$ cat src/rtl/id_ex_pipe_reg_n.sv
// -----------------------------------------------------------------------------
// id_ex_pipe_reg_n
// Parametrised ID->EX pipeline register for a LANES-wide superscalar core.
// Lane 0 is the oldest slot and occupies the LSBs of every packed bus.
//
// Ports
//   clk, rst_n          rising-edge clock, asynchronous active-low reset
//   i_StallE            hold every E-stage field
//   i_FlushE[LANES]     per-lane flush request (optionally squashes younger lanes)
//   i_ValidD[LANES]     D-stage lane carries a real instruction
//   i_CtrlD             per lane {PCSrc,RegWrite,MemtoReg,MemWrite,Branch,ALUSrc,FlagWrite}
//   i_ALUControlD, i_CondD, i_FlagsD, i_RdD      per-lane decode fields
//   i_RDaD, i_RDbD, i_ExtendD                    per-lane D_WIDTH operands
//   i_CntClr            synchronous clear of the bubble counter
//   o_*E                registered E-stage copies of the D-side fields
//   o_BubbleCnt         saturating count of bubble lane-cycles
// -----------------------------------------------------------------------------
module id_ex_pipe_reg_n #(
    parameter int LANES          = 2,
    parameter int D_WIDTH        = 32,
    parameter int SQUASH_YOUNGER = 1,
    parameter int CNT_W          = 16
) (
    input  logic                       clk,
    input  logic                       rst_n,
    input  logic                       i_StallE,
    input  logic [LANES-1:0]           i_FlushE,
    input  logic [LANES-1:0]           i_ValidD,
    input  logic [LANES*7-1:0]         i_CtrlD,
    input  logic [LANES*2-1:0]         i_ALUControlD,
    input  logic [LANES*4-1:0]         i_CondD,
    input  logic [LANES*4-1:0]         i_FlagsD,
    input  logic [LANES*4-1:0]         i_RdD,
    input  logic [LANES*D_WIDTH-1:0]   i_RDaD,
    input  logic [LANES*D_WIDTH-1:0]   i_RDbD,
    input  logic [LANES*D_WIDTH-1:0]   i_ExtendD,
    input  logic                       i_CntClr,
    output logic [LANES-1:0]           o_ValidE,
    output logic [LANES*7-1:0]         o_CtrlE,
    output logic [LANES*2-1:0]         o_ALUControlE,
    output logic [LANES*4-1:0]         o_CondE,
    output logic [LANES*4-1:0]         o_FlagsE,
    output logic [LANES*4-1:0]         o_RdE,
    output logic [LANES*D_WIDTH-1:0]   o_RDaE,
    output logic [LANES*D_WIDTH-1:0]   o_RDbE,
    output logic [LANES*D_WIDTH-1:0]   o_ExtendE,
    output logic [CNT_W-1:0]           o_BubbleCnt
);

    // Lane-count width; the +1 keeps it at least two bits wide for LANES=1.
    localparam int BW     = $clog2(LANES + 1) + 1;
    localparam int SUM_W  = CNT_W + BW;
    localparam bit SQUASH = (SQUASH_YOUNGER != 0);

    logic [LANES-1:0] flush_eff_s;
    logic [LANES-1:0] bubble_s;
    logic [BW-1:0]    bubble_cnt_s;
    logic [SUM_W-1:0] cnt_sum_s;
    logic             cnt_sat_s;

    // Population count of the per-lane bubble vector.
    function automatic logic [BW-1:0] count_ones(input logic [LANES-1:0] v);
        logic [BW-1:0] n;
        n = {BW{1'b0}};
        for (int i = 0; i < LANES; i++) begin
            n = n + {{(BW-1){1'b0}}, v[i]};
        end
        return n;
    endfunction

    // Effective flush: in squash mode a flush on any older lane also kills this lane.
    always_comb begin
        logic older_flush_v;
        older_flush_v = 1'b0;
        flush_eff_s   = {LANES{1'b0}};
        for (int k = 0; k < LANES; k++) begin
            flush_eff_s[k] = i_FlushE[k] | (SQUASH & older_flush_v);
            older_flush_v  = older_flush_v | i_FlushE[k];
        end
    end

    // A lane is a bubble when flushed, or when it loads an invalid slot; stalled lanes do not count.
    always_comb begin
        bubble_s = flush_eff_s | ({LANES{~i_StallE}} & ~i_ValidD);
    end

    assign bubble_cnt_s = count_ones(bubble_s);
    // Sum is computed BW bits wider so an overflow is visible before it wraps.
    assign cnt_sum_s    = {{BW{1'b0}}, o_BubbleCnt} + {{CNT_W{1'b0}}, bubble_cnt_s};
    assign cnt_sat_s    = (cnt_sum_s > {{BW{1'b0}}, {CNT_W{1'b1}}});

    // Per-lane E-stage registers: flush beats stall beats load; RdE survives a flush.
    always_ff @(posedge clk or negedge rst_n) begin
        if (!rst_n) begin
            o_ValidE      <= {LANES{1'b0}};
            o_CtrlE       <= {(LANES*7){1'b0}};
            o_ALUControlE <= {(LANES*2){1'b0}};
            o_CondE       <= {(LANES*4){1'b0}};
            o_FlagsE      <= {(LANES*4){1'b0}};
            o_RdE         <= {(LANES*4){1'b0}};
            o_RDaE        <= {(LANES*D_WIDTH){1'b0}};
            o_RDbE        <= {(LANES*D_WIDTH){1'b0}};
            o_ExtendE     <= {(LANES*D_WIDTH){1'b0}};
        end else begin
            for (int k = 0; k < LANES; k++) begin
                if (flush_eff_s[k]) begin
                    o_ValidE[k]                   <= 1'b0;
                    o_CtrlE[k*7 +: 7]             <= 7'b0;
                    o_ALUControlE[k*2 +: 2]       <= 2'b0;
                    o_CondE[k*4 +: 4]             <= 4'b0;
                    o_FlagsE[k*4 +: 4]            <= 4'b0;
                    o_RDaE[k*D_WIDTH +: D_WIDTH]    <= {D_WIDTH{1'b0}};
                    o_RDbE[k*D_WIDTH +: D_WIDTH]    <= {D_WIDTH{1'b0}};
                    o_ExtendE[k*D_WIDTH +: D_WIDTH] <= {D_WIDTH{1'b0}};
                end else if (!i_StallE) begin
                    o_ValidE[k]                   <= i_ValidD[k];
                    o_CtrlE[k*7 +: 7]             <= i_CtrlD[k*7 +: 7];
                    o_ALUControlE[k*2 +: 2]       <= i_ALUControlD[k*2 +: 2];
                    o_CondE[k*4 +: 4]             <= i_CondD[k*4 +: 4];
                    o_FlagsE[k*4 +: 4]            <= i_FlagsD[k*4 +: 4];
                    o_RdE[k*4 +: 4]               <= i_RdD[k*4 +: 4];
                    o_RDaE[k*D_WIDTH +: D_WIDTH]    <= i_RDaD[k*D_WIDTH +: D_WIDTH];
                    o_RDbE[k*D_WIDTH +: D_WIDTH]    <= i_RDbD[k*D_WIDTH +: D_WIDTH];
                    o_ExtendE[k*D_WIDTH +: D_WIDTH] <= i_ExtendD[k*D_WIDTH +: D_WIDTH];
                end
            end
        end
    end

    // Bubble counter: clear wins over increment, otherwise saturating add.
    always_ff @(posedge clk or negedge rst_n) begin
        if (!rst_n) begin
            o_BubbleCnt <= {CNT_W{1'b0}};
        end else if (i_CntClr) begin
            o_BubbleCnt <= {CNT_W{1'b0}};
        end else if (cnt_sat_s) begin
            o_BubbleCnt <= {CNT_W{1'b1}};
        end else begin
            o_BubbleCnt <= cnt_sum_s[CNT_W-1:0];
        end
    end

endmodule

$ cat config.mk
export PLATFORM = sky130hd
export DESIGN_NAME = id_ex_pipe_reg_n
export DESIGN_NICKNAME = d
export VERILOG_FILES = /design/src/rtl/id_ex_pipe_reg_n.sv
export SDC_FILE = /design/constraint.sdc
export NUM_CORES = 1
export LEC_CHECK = 0
export CORE_AREA = 2 2 193 195
export CTS_BUF_LIST = sky130_fd_sc_hd__clkbuf_2
export CTS_CLUSTER_SIZE = 10
export DETAILED_ROUTE_END_ITERATION = 8
export DIE_AREA = 0 0 195 197
export SYNTH_ARGS = -nofsm -noshare
export SYNTH_HDL_FRONTEND = slang
export SYNTH_SLANG_ARGS = --single-unit
export TNS_END_PERCENT = 30
$ cat constraint.sdc
create_clock -name clk -period 2.5 [get_ports clk]
set_input_delay 0.375 -clock clk [delete_from_list [all_inputs] [get_ports clk]]
set_output_delay 0.375 -clock clk [all_outputs]
set_load 0.005 [all_outputs]
==> impl_metrics.yaml, run 1 <==
synth:
  post_synth_instance_area_um2: 9730
  synthesis.instances: 727
  synth.avg_cell_area_um2: 13.4
  yosys.cell_types.count: 32
  synthArstFlopShare: 1.00
  dominantRegCellSynth: "sky130_fd_sc_hd__dfrtp_1"
  synth.top_cells.by_area: "sky130_fd_sc_hd__dfrtp_1, sky130_fd_sc_hd__mux2i_1, sky130_fd_sc_hd__a22o_1"
  synth_area_leader_cell: "sky130_fd_sc_hd__dfrtp_1"
  netlist.area_leader.share: 0.648
  synth_enable_flop_cells: 0
  synth.ff_latch_count: 252
  synth.yosys.warnings: 0
  synth.net_count: 971
  synth-seq-area-share: 0.648
  synthMostInstantiatedCell: "sky130_fd_sc_hd__dfrtp_1"
  synth_top_cells_by_count: "sky130_fd_sc_hd__dfrtp_1, sky130_fd_sc_hd__nor2_1, sky130_fd_sc_hd__mux2i_1"
setup_path:
  cp-end-kind: "primary output"
  regToRegSetupSlack_ns: 0.66
  critical_path_class: "register to primary output"
  crit_slowest_cell: "sky130_fd_sc_hd__clkdlybuf4s50_1"
  path_buf_inv: 1
  r2r-start: "o_BubbleCnt[0]"
  worst_path_dominant_cell_family: "buffers and inverters"
  reg2reg_to: "o_BubbleCnt[8]"
  cpPeakStageDelay_ns: 0.57
  worstPathCellList: "clkdlybuf4s50_1"
  cp.arrival_ns: 1.85
  worst-endpoint-required_ns: 2.12
  worstSetupStartpointType: "register"
  worstRegToRegCells: 7
  worstPathMaxFanout: 5
final_layout:
  fill_cells: 3434
  layout-drive-gt1-share: 0.114
  fin_util: 0.442
  design_area_um2: 16000
  area.sequential_um2: 6310
  finalNetCount: 1530
  combined_area_of_the_multi_input_logic_cells_um2: 3080
  final_cell_count_no_fill: 1802
  area_delta_synth_final_pct: 64.9
route:
  via_count: 8026
  drt_drc_violations_left: 0
  ant_nets: 0
  initialDrtViolationCount: 284
  route.detailed.vias_per_inst: 4.45
  drt_wl_total_um: 32600
  drt-wirelength-per-cell_um: 18.1
  first_pass_iters: 4
clocking:
  total_clock_buffers_created_by_cts: 70
  cts.clk_slew.worst_paths_ns: 0.10
  tritoncts: "built"
  cts.repair_timing.setup_buffer_count: 0
  root_buffer_cell: "sky130_fd_sc_hd__clkbuf_2"
  cts.hold.buffers_added: 19
  postCtsResizedCells: 0
  insertion_delay_ns: 0.80
  htree_num_levels: 3
  cts.path.max_buffers: 3
  clock-sinks: 252
timing:
  tightestPinTransition_ns: 0.864
  final.hold.worst_slack_ns: 0.119
  final_hold_vios: 0
  setup_slack_ns: 0.279
  fin_crit_ns: 2.22
  timing.setup.tns_ns: 0
  min_period_over_period: 0.888
  worst_slew_margin_rel: 0.424
  timing.fmax_ghz: 0.450
  max_slew_vio_count: 0
  setup_viol_count_final: 0
  grt_setup_unrepaired: "no"
  finalClockSkew_ns: 0.0223
worst_hold_path:
  min_from: "i_FlagsD[4]"
  hold-path-cell-count: 2
  worstHoldEndpoint: "o_FlagsE[4]"
  hp-class: "input port to register"
placement:
  placedInstanceArea_um2: 15200
  place_worst_setup_slack_ns: -0.00639
  placed_cells: 1663
  gp_routability_congestion: 0.796
  port_buf_inserts: 493
  dp.final_hpwl_um: 23100
die:
  initial_core_util: 0.268
  dieArea_um2: 38400
  dieWidth_um: 195
  placeableCoreArea_um2: 36300
  die-height_um: 197
  num_rows: 70
  top_level_ports: 494
global_route:
  vias_in_the_first_global_route: 8567
  grt_start_max_net_pins: 114
  grtUsageTotal: 0.167
  first_pass_grt_wire_length_um: 49800
  grt_antenna_before_repair: 4
  gr-total-overflow: 0
run:
  timing.max_cap.violations: 0
pwr:
  power.static_leakage_nw: 7.35
  power_mw: 8.65
  power.share.sequential: 0.506
  clock_power_share: 0.332
  power_report.internal_total_mw: 6.30
  power_frac_comb: 0.162
  ir_drop_mv: 0.256
  switchingPower_mw: 2.35
  switching_share: 0.272
  power_density_nw_per_um2: 539
outcome:
  status: "finished clean"
==> sequential cells by signal, indices dropped and copies added, names as in the netlist <==
name / count
o_FlagsE: 8
o_RdE: 8
o_RDaE: 64
o_ValidE: 2
o_BubbleCnt: 16
o_RDbE: 64
o_CtrlE: 14
o_CondE: 8
o_ExtendE: 64
o_ALUControlE: 4
==> how the worst max path moves through the flow <==
stage	from	to	slack, ns	depth (start not counted)
2_1_floorplan	i_StallE	o_BubbleCnt[10]	0.26	10
3_3_place_gp	i_FlushE[1]	o_BubbleCnt[1]	0.02	10
3_5_place_dp	i_ValidD[1]	o_BubbleCnt[14]	-0.006	8
4_1_cts	o_BubbleCnt[2]	o_BubbleCnt[2]	0.14	1
5_1_grt	o_BubbleCnt[2]	o_BubbleCnt[2]	0.06	1
6_report	o_BubbleCnt[5]	o_BubbleCnt[5]	0.28	1
==> layout make-up <==
type                    count  share of cell area
multi-input cells         415               0.192
clock buffers              99              0.0309
well taps                 468              0.0365
repair buffers            541               0.339
clock inverters            16             0.00554
flip-flops and latches    252               0.393
inverters                   6             0.00140
diodes                      5            0.000780
==> layout by cell type, fill, tap and decap left out, types with 2 or more instances in the layout <==
cell type,synthesis,routed
sky130_fd_sc_hd__inv_1,6,6
sky130_fd_sc_hd__nor2_1,123,123
sky130_fd_sc_hd__clkdlybuf4s50_1,0,490
sky130_fd_sc_hd__nor4_1,4,4
sky130_fd_sc_hd__inv_2,0,3
sky130_fd_sc_hd__xnor2_1,10,10
sky130_fd_sc_hd__buf_4,9,23
sky130_fd_sc_hd__a22o_1,113,113
sky130_fd_sc_hd__mux2_2,8,8
sky130_fd_sc_hd__buf_12,0,8
sky130_fd_sc_hd__dlygate4sd3_1,0,18
sky130_fd_sc_hd__mux2i_1,114,114
sky130_fd_sc_hd__clkbuf_2,0,99
sky130_fd_sc_hd__diode_2,0,5
sky130_fd_sc_hd__dfrtp_1,252,252
sky130_fd_sc_hd__nand3_1,4,4
sky130_fd_sc_hd__a21oi_1,14,14
sky130_fd_sc_hd__clkinv_2,0,2
sky130_fd_sc_hd__nand4_1,3,3
sky130_fd_sc_hd__clkinv_1,0,10
sky130_fd_sc_hd__nand2_1,4,4
sky130_fd_sc_hd__o21ai_0,2,2
sky130_fd_sc_hd__nor3_1,3,3
==> cells by family after synthesis <==
family	share of synthesized area
fa+ha+maj	0.00334
flops	0.648
compound gates	0.114
buf+inv	0.0347
xor+xnor	0.00901
mux	0.127
simple gates	0.0641
==> layer usage <==
layer  global-route usage  vias up  wire (um)
li1                     -     3734          -
met1                0.201     3889      13300
met4               0.0630        2        763
met2                0.270      340      15600
met5                    0        -         16
met3               0.0654       61       2960
==> power groups by stage <==
| stage | Combinational (mW) | Sequential [mW] | Clock [mW] |
|---|---|---|---|
| floorplan | 0.375 | 4.47 | 0 |
| global placement | 1.39 | 4.46 | 0 |
| detailed placement | 1.39 | 4.46 | 0 |
| CTS | 1.43 | 4.38 | 3.03 |
| global route | 1.51 | 4.41 | 3.25 |
| finish | 1.40 | 4.38 | 2.87 |
==> worst reg2reg max path, cell delays in order, from the launching register on <==
cell and delay [ns]:
sky130_fd_sc_hd__dfrtp_1 0.41, sky130_fd_sc_hd__fa_1 0.48, sky130_fd_sc_hd__ha_1 0.23, sky130_fd_sc_hd__nand3_2 0.12
sky130_fd_sc_hd__nor2_1 0.07, sky130_fd_sc_hd__nand4_1 0.14, sky130_fd_sc_hd__buf_4 0.16, sky130_fd_sc_hd__a21oi_1 0.07
(Power assumes the default switching activity.)
==> run 2, diff against run 1 <==
--- a/config.mk
+++ b/config.mk
@@ -10,6 +10,8 @@
 export CTS_CLUSTER_SIZE = 10
 export DETAILED_ROUTE_END_ITERATION = 8
 export DIE_AREA = 0 0 195 197
+export PLACE_DENSITY_LB_ADDON = 0.2
+export SLEW_MARGIN = 20
 export SYNTH_ARGS = -nofsm -noshare
 export SYNTH_HDL_FRONTEND = slang
 export SYNTH_SLANG_ARGS = --single-unit
==> impl_metrics.yaml, run 2 (synthesis gave the netlist of run 1 again) <==
final_layout:
  finalNetCount: 1520
  layout_common_cells: "sky130_fd_sc_hd__clkdlybuf4s50_1, sky130_fd_sc_hd__dfrtp_1, sky130_fd_sc_hd__nor2_1, sky130_fd_sc_hd__mux2i_1, sky130_fd_sc_hd__a22o_1"
  biggestRegsByFlops: "o_ExtendE: 64 flops, o_RDaE: 64 flops, o_RDbE: 64 flops"
  design_area_um2: 15900
  area_delta_synth_final_pct: 63.6
  layout-drive-gt1-share: 0.110
  fill_cells: 3500
  mostFrequentLayoutCell: "sky130_fd_sc_hd__clkdlybuf4s50_1"
  final_cell_count_no_fill: 1783
  fin_util: 0.439
route:
  initialDrtViolationCount: 273
  route.detailed.vias_per_inst: 4.41
  first_pass_iters: 4
  drt-wirelength-per-cell_um: 19.0
  drt_wl_total_um: 33900
  ant_nets: 0
  drt_drc_violations_left: 0
  via_count: 7866
timing:
  min_period_over_period: 0.892
  final.hold.worst_slack_ns: 0.114
  final_hold_vios: 0
  finalClockSkew_ns: 0.0492
  worst_slew_margin_rel: 0.479
  timing.setup.tns_ns: 0
  timing.fmax_ghz: 0.448
  fin_crit_ns: 2.23
  setup_slack_ns: 0.270
  max_slew_vio_count: 0
  setup_viol_count_final: 0
  tightestPinTransition_ns: 0.782
  grt_setup_unrepaired: "no"
worst_hold_path:
  hp-class: "input port to register"
  hold-path-cell-count: 5
  worstHoldEndpoint: "o_ValidE[1]"
  min_from: "i_FlushE[0]"
placement:
  place_worst_setup_slack_ns: -0.0739
  gp_routability_congestion: 0.782
  placed_cells: 1664
  dp.final_hpwl_um: 24200
  placedInstanceArea_um2: 15300
  port_buf_inserts: 493
clocking:
  root_buffer_cell: "sky130_fd_sc_hd__clkbuf_2"
  insertion_delay_ns: 0.81
  cts.path.max_buffers: 3
  tritoncts: "built"
  postCtsResizedCells: 0
  clock-sinks: 252
  cts.repair_timing.setup_buffer_count: 0
  total_clock_buffers_created_by_cts: 70
  cts.clk_slew.worst_paths_ns: 0.10
  htree_num_levels: 3
run:
  timing.max_cap.violations: 0
setup_path:
  worst-endpoint-required_ns: 2.12
  cpPeakStageDelay_ns: 0.57
  reg2reg_to: "o_BubbleCnt[2]"
  cp-end-kind: "primary output"
  cp.arrival_ns: 1.86
  worstPathCellList: "clkdlybuf4s50_1"
  path_buf_inv: 1
  worstRegToRegCells: 7
  worst_path_dominant_cell_family: "buffers and inverters"
  regToRegSetupSlack_ns: 0.68
  r2r-start: "o_BubbleCnt[0]"
  crit_slowest_cell: "sky130_fd_sc_hd__clkdlybuf4s50_1"
  worstPathMaxFanout: 5
  critical_path_class: "register to primary output"
  worstSetupStartpointType: "register"
die:
  initial_core_util: 0.268
  top_level_ports: 494
  placeableCoreArea_um2: 36300
  dieWidth_um: 195
  num_rows: 70
  dieArea_um2: 38400
  die-height_um: 197
pwr:
  power_density_nw_per_um2: 540
  power.static_leakage_nw: 7.29
  power_mw: 8.59
  ir_drop_mv: 0.246
global_route:
  gr-total-overflow: 0
  vias_in_the_first_global_route: 8360
  first_pass_grt_wire_length_um: 51200
  grtUsageTotal: 0.172
  grt_antenna_before_repair: 2
  grt_start_max_net_pins: 104
outcome:
  status: "finished clean"
-- run 2: cell count changes in the layout (fill, tap and decap cells not counted) --
cell	previous run	this run
sky130_fd_sc_hd__buf_4	23	22
sky130_fd_sc_hd__clkbuf_2	99	94
sky130_fd_sc_hd__buf_12	8	9
sky130_fd_sc_hd__diode_2	5	2
sky130_fd_sc_hd__dlygate4sd3_1	18	8
sky130_fd_sc_hd__clkinv_2	2	1
-- run 2: worst max-delay path by stage --
stage                         startpoint         endpoint  depth (start not counted)
after floorplan                 i_StallE  o_BubbleCnt[10]                         10
after global placement       i_FlushE[1]   o_BubbleCnt[0]                         10
after detailed placement     i_FlushE[1]   o_BubbleCnt[5]                         10
after CTS                 o_BubbleCnt[5]   o_BubbleCnt[5]                          1
after global routing      o_BubbleCnt[5]   o_BubbleCnt[5]                          1
final                     o_BubbleCnt[5]   o_BubbleCnt[5]                          1
-- run 2: tightest hold or removal path, stage by stage --
cell,delay [ns]
sky130_fd_sc_hd__buf_4,0.14
sky130_fd_sc_hd__nor2_1,0.08
sky130_fd_sc_hd__o21ai_0,0.13
sky130_fd_sc_hd__buf_4,0.13
sky130_fd_sc_hd__nor2_1,0.03
-- run 2: what timing repair did --
| item | CTS | global route |
|---|---|---|
| hold buffers | 8 | 0 |
| setup endpoints to repair | 0 | 0 |
| hold endpoints to repair | 240 | 0 |
-- run 2: metal layers --
metal	share of wire	routed length (um)	vias up	track usage
met4	0.014	484	0	0.0534
met2	0.49	16700	303	0.282
li1	-	-	3702	-
met5	0	0	-	0
met3	0.079	2660	37	0.0604
met1	0.41	14000	3824	0.215
-- run 2: layout make-up --
cell class	instances	area, um2	share of cell area
multi-input cells	415	3080	0.194
clock inverters	15	83.8	0.00527
repair buffers	531	5360	0.337
diodes	2	5.00	0.000314
inverters	6	22.5	0.00142
flip-flops and latches	252	6310	0.396
well taps	468	586	0.0368
clock buffers	94	470	0.0296
-- run 2: where the power goes --
| part | internal (mW) | switching (mW) |
|---|---|---|
| Clock | 1.10 | 1.72 |
| Sequential | 4.27 | 0.115 |
| Combinational | 0.877 | 0.519 |
| Total | 6.24 | 2.35 |
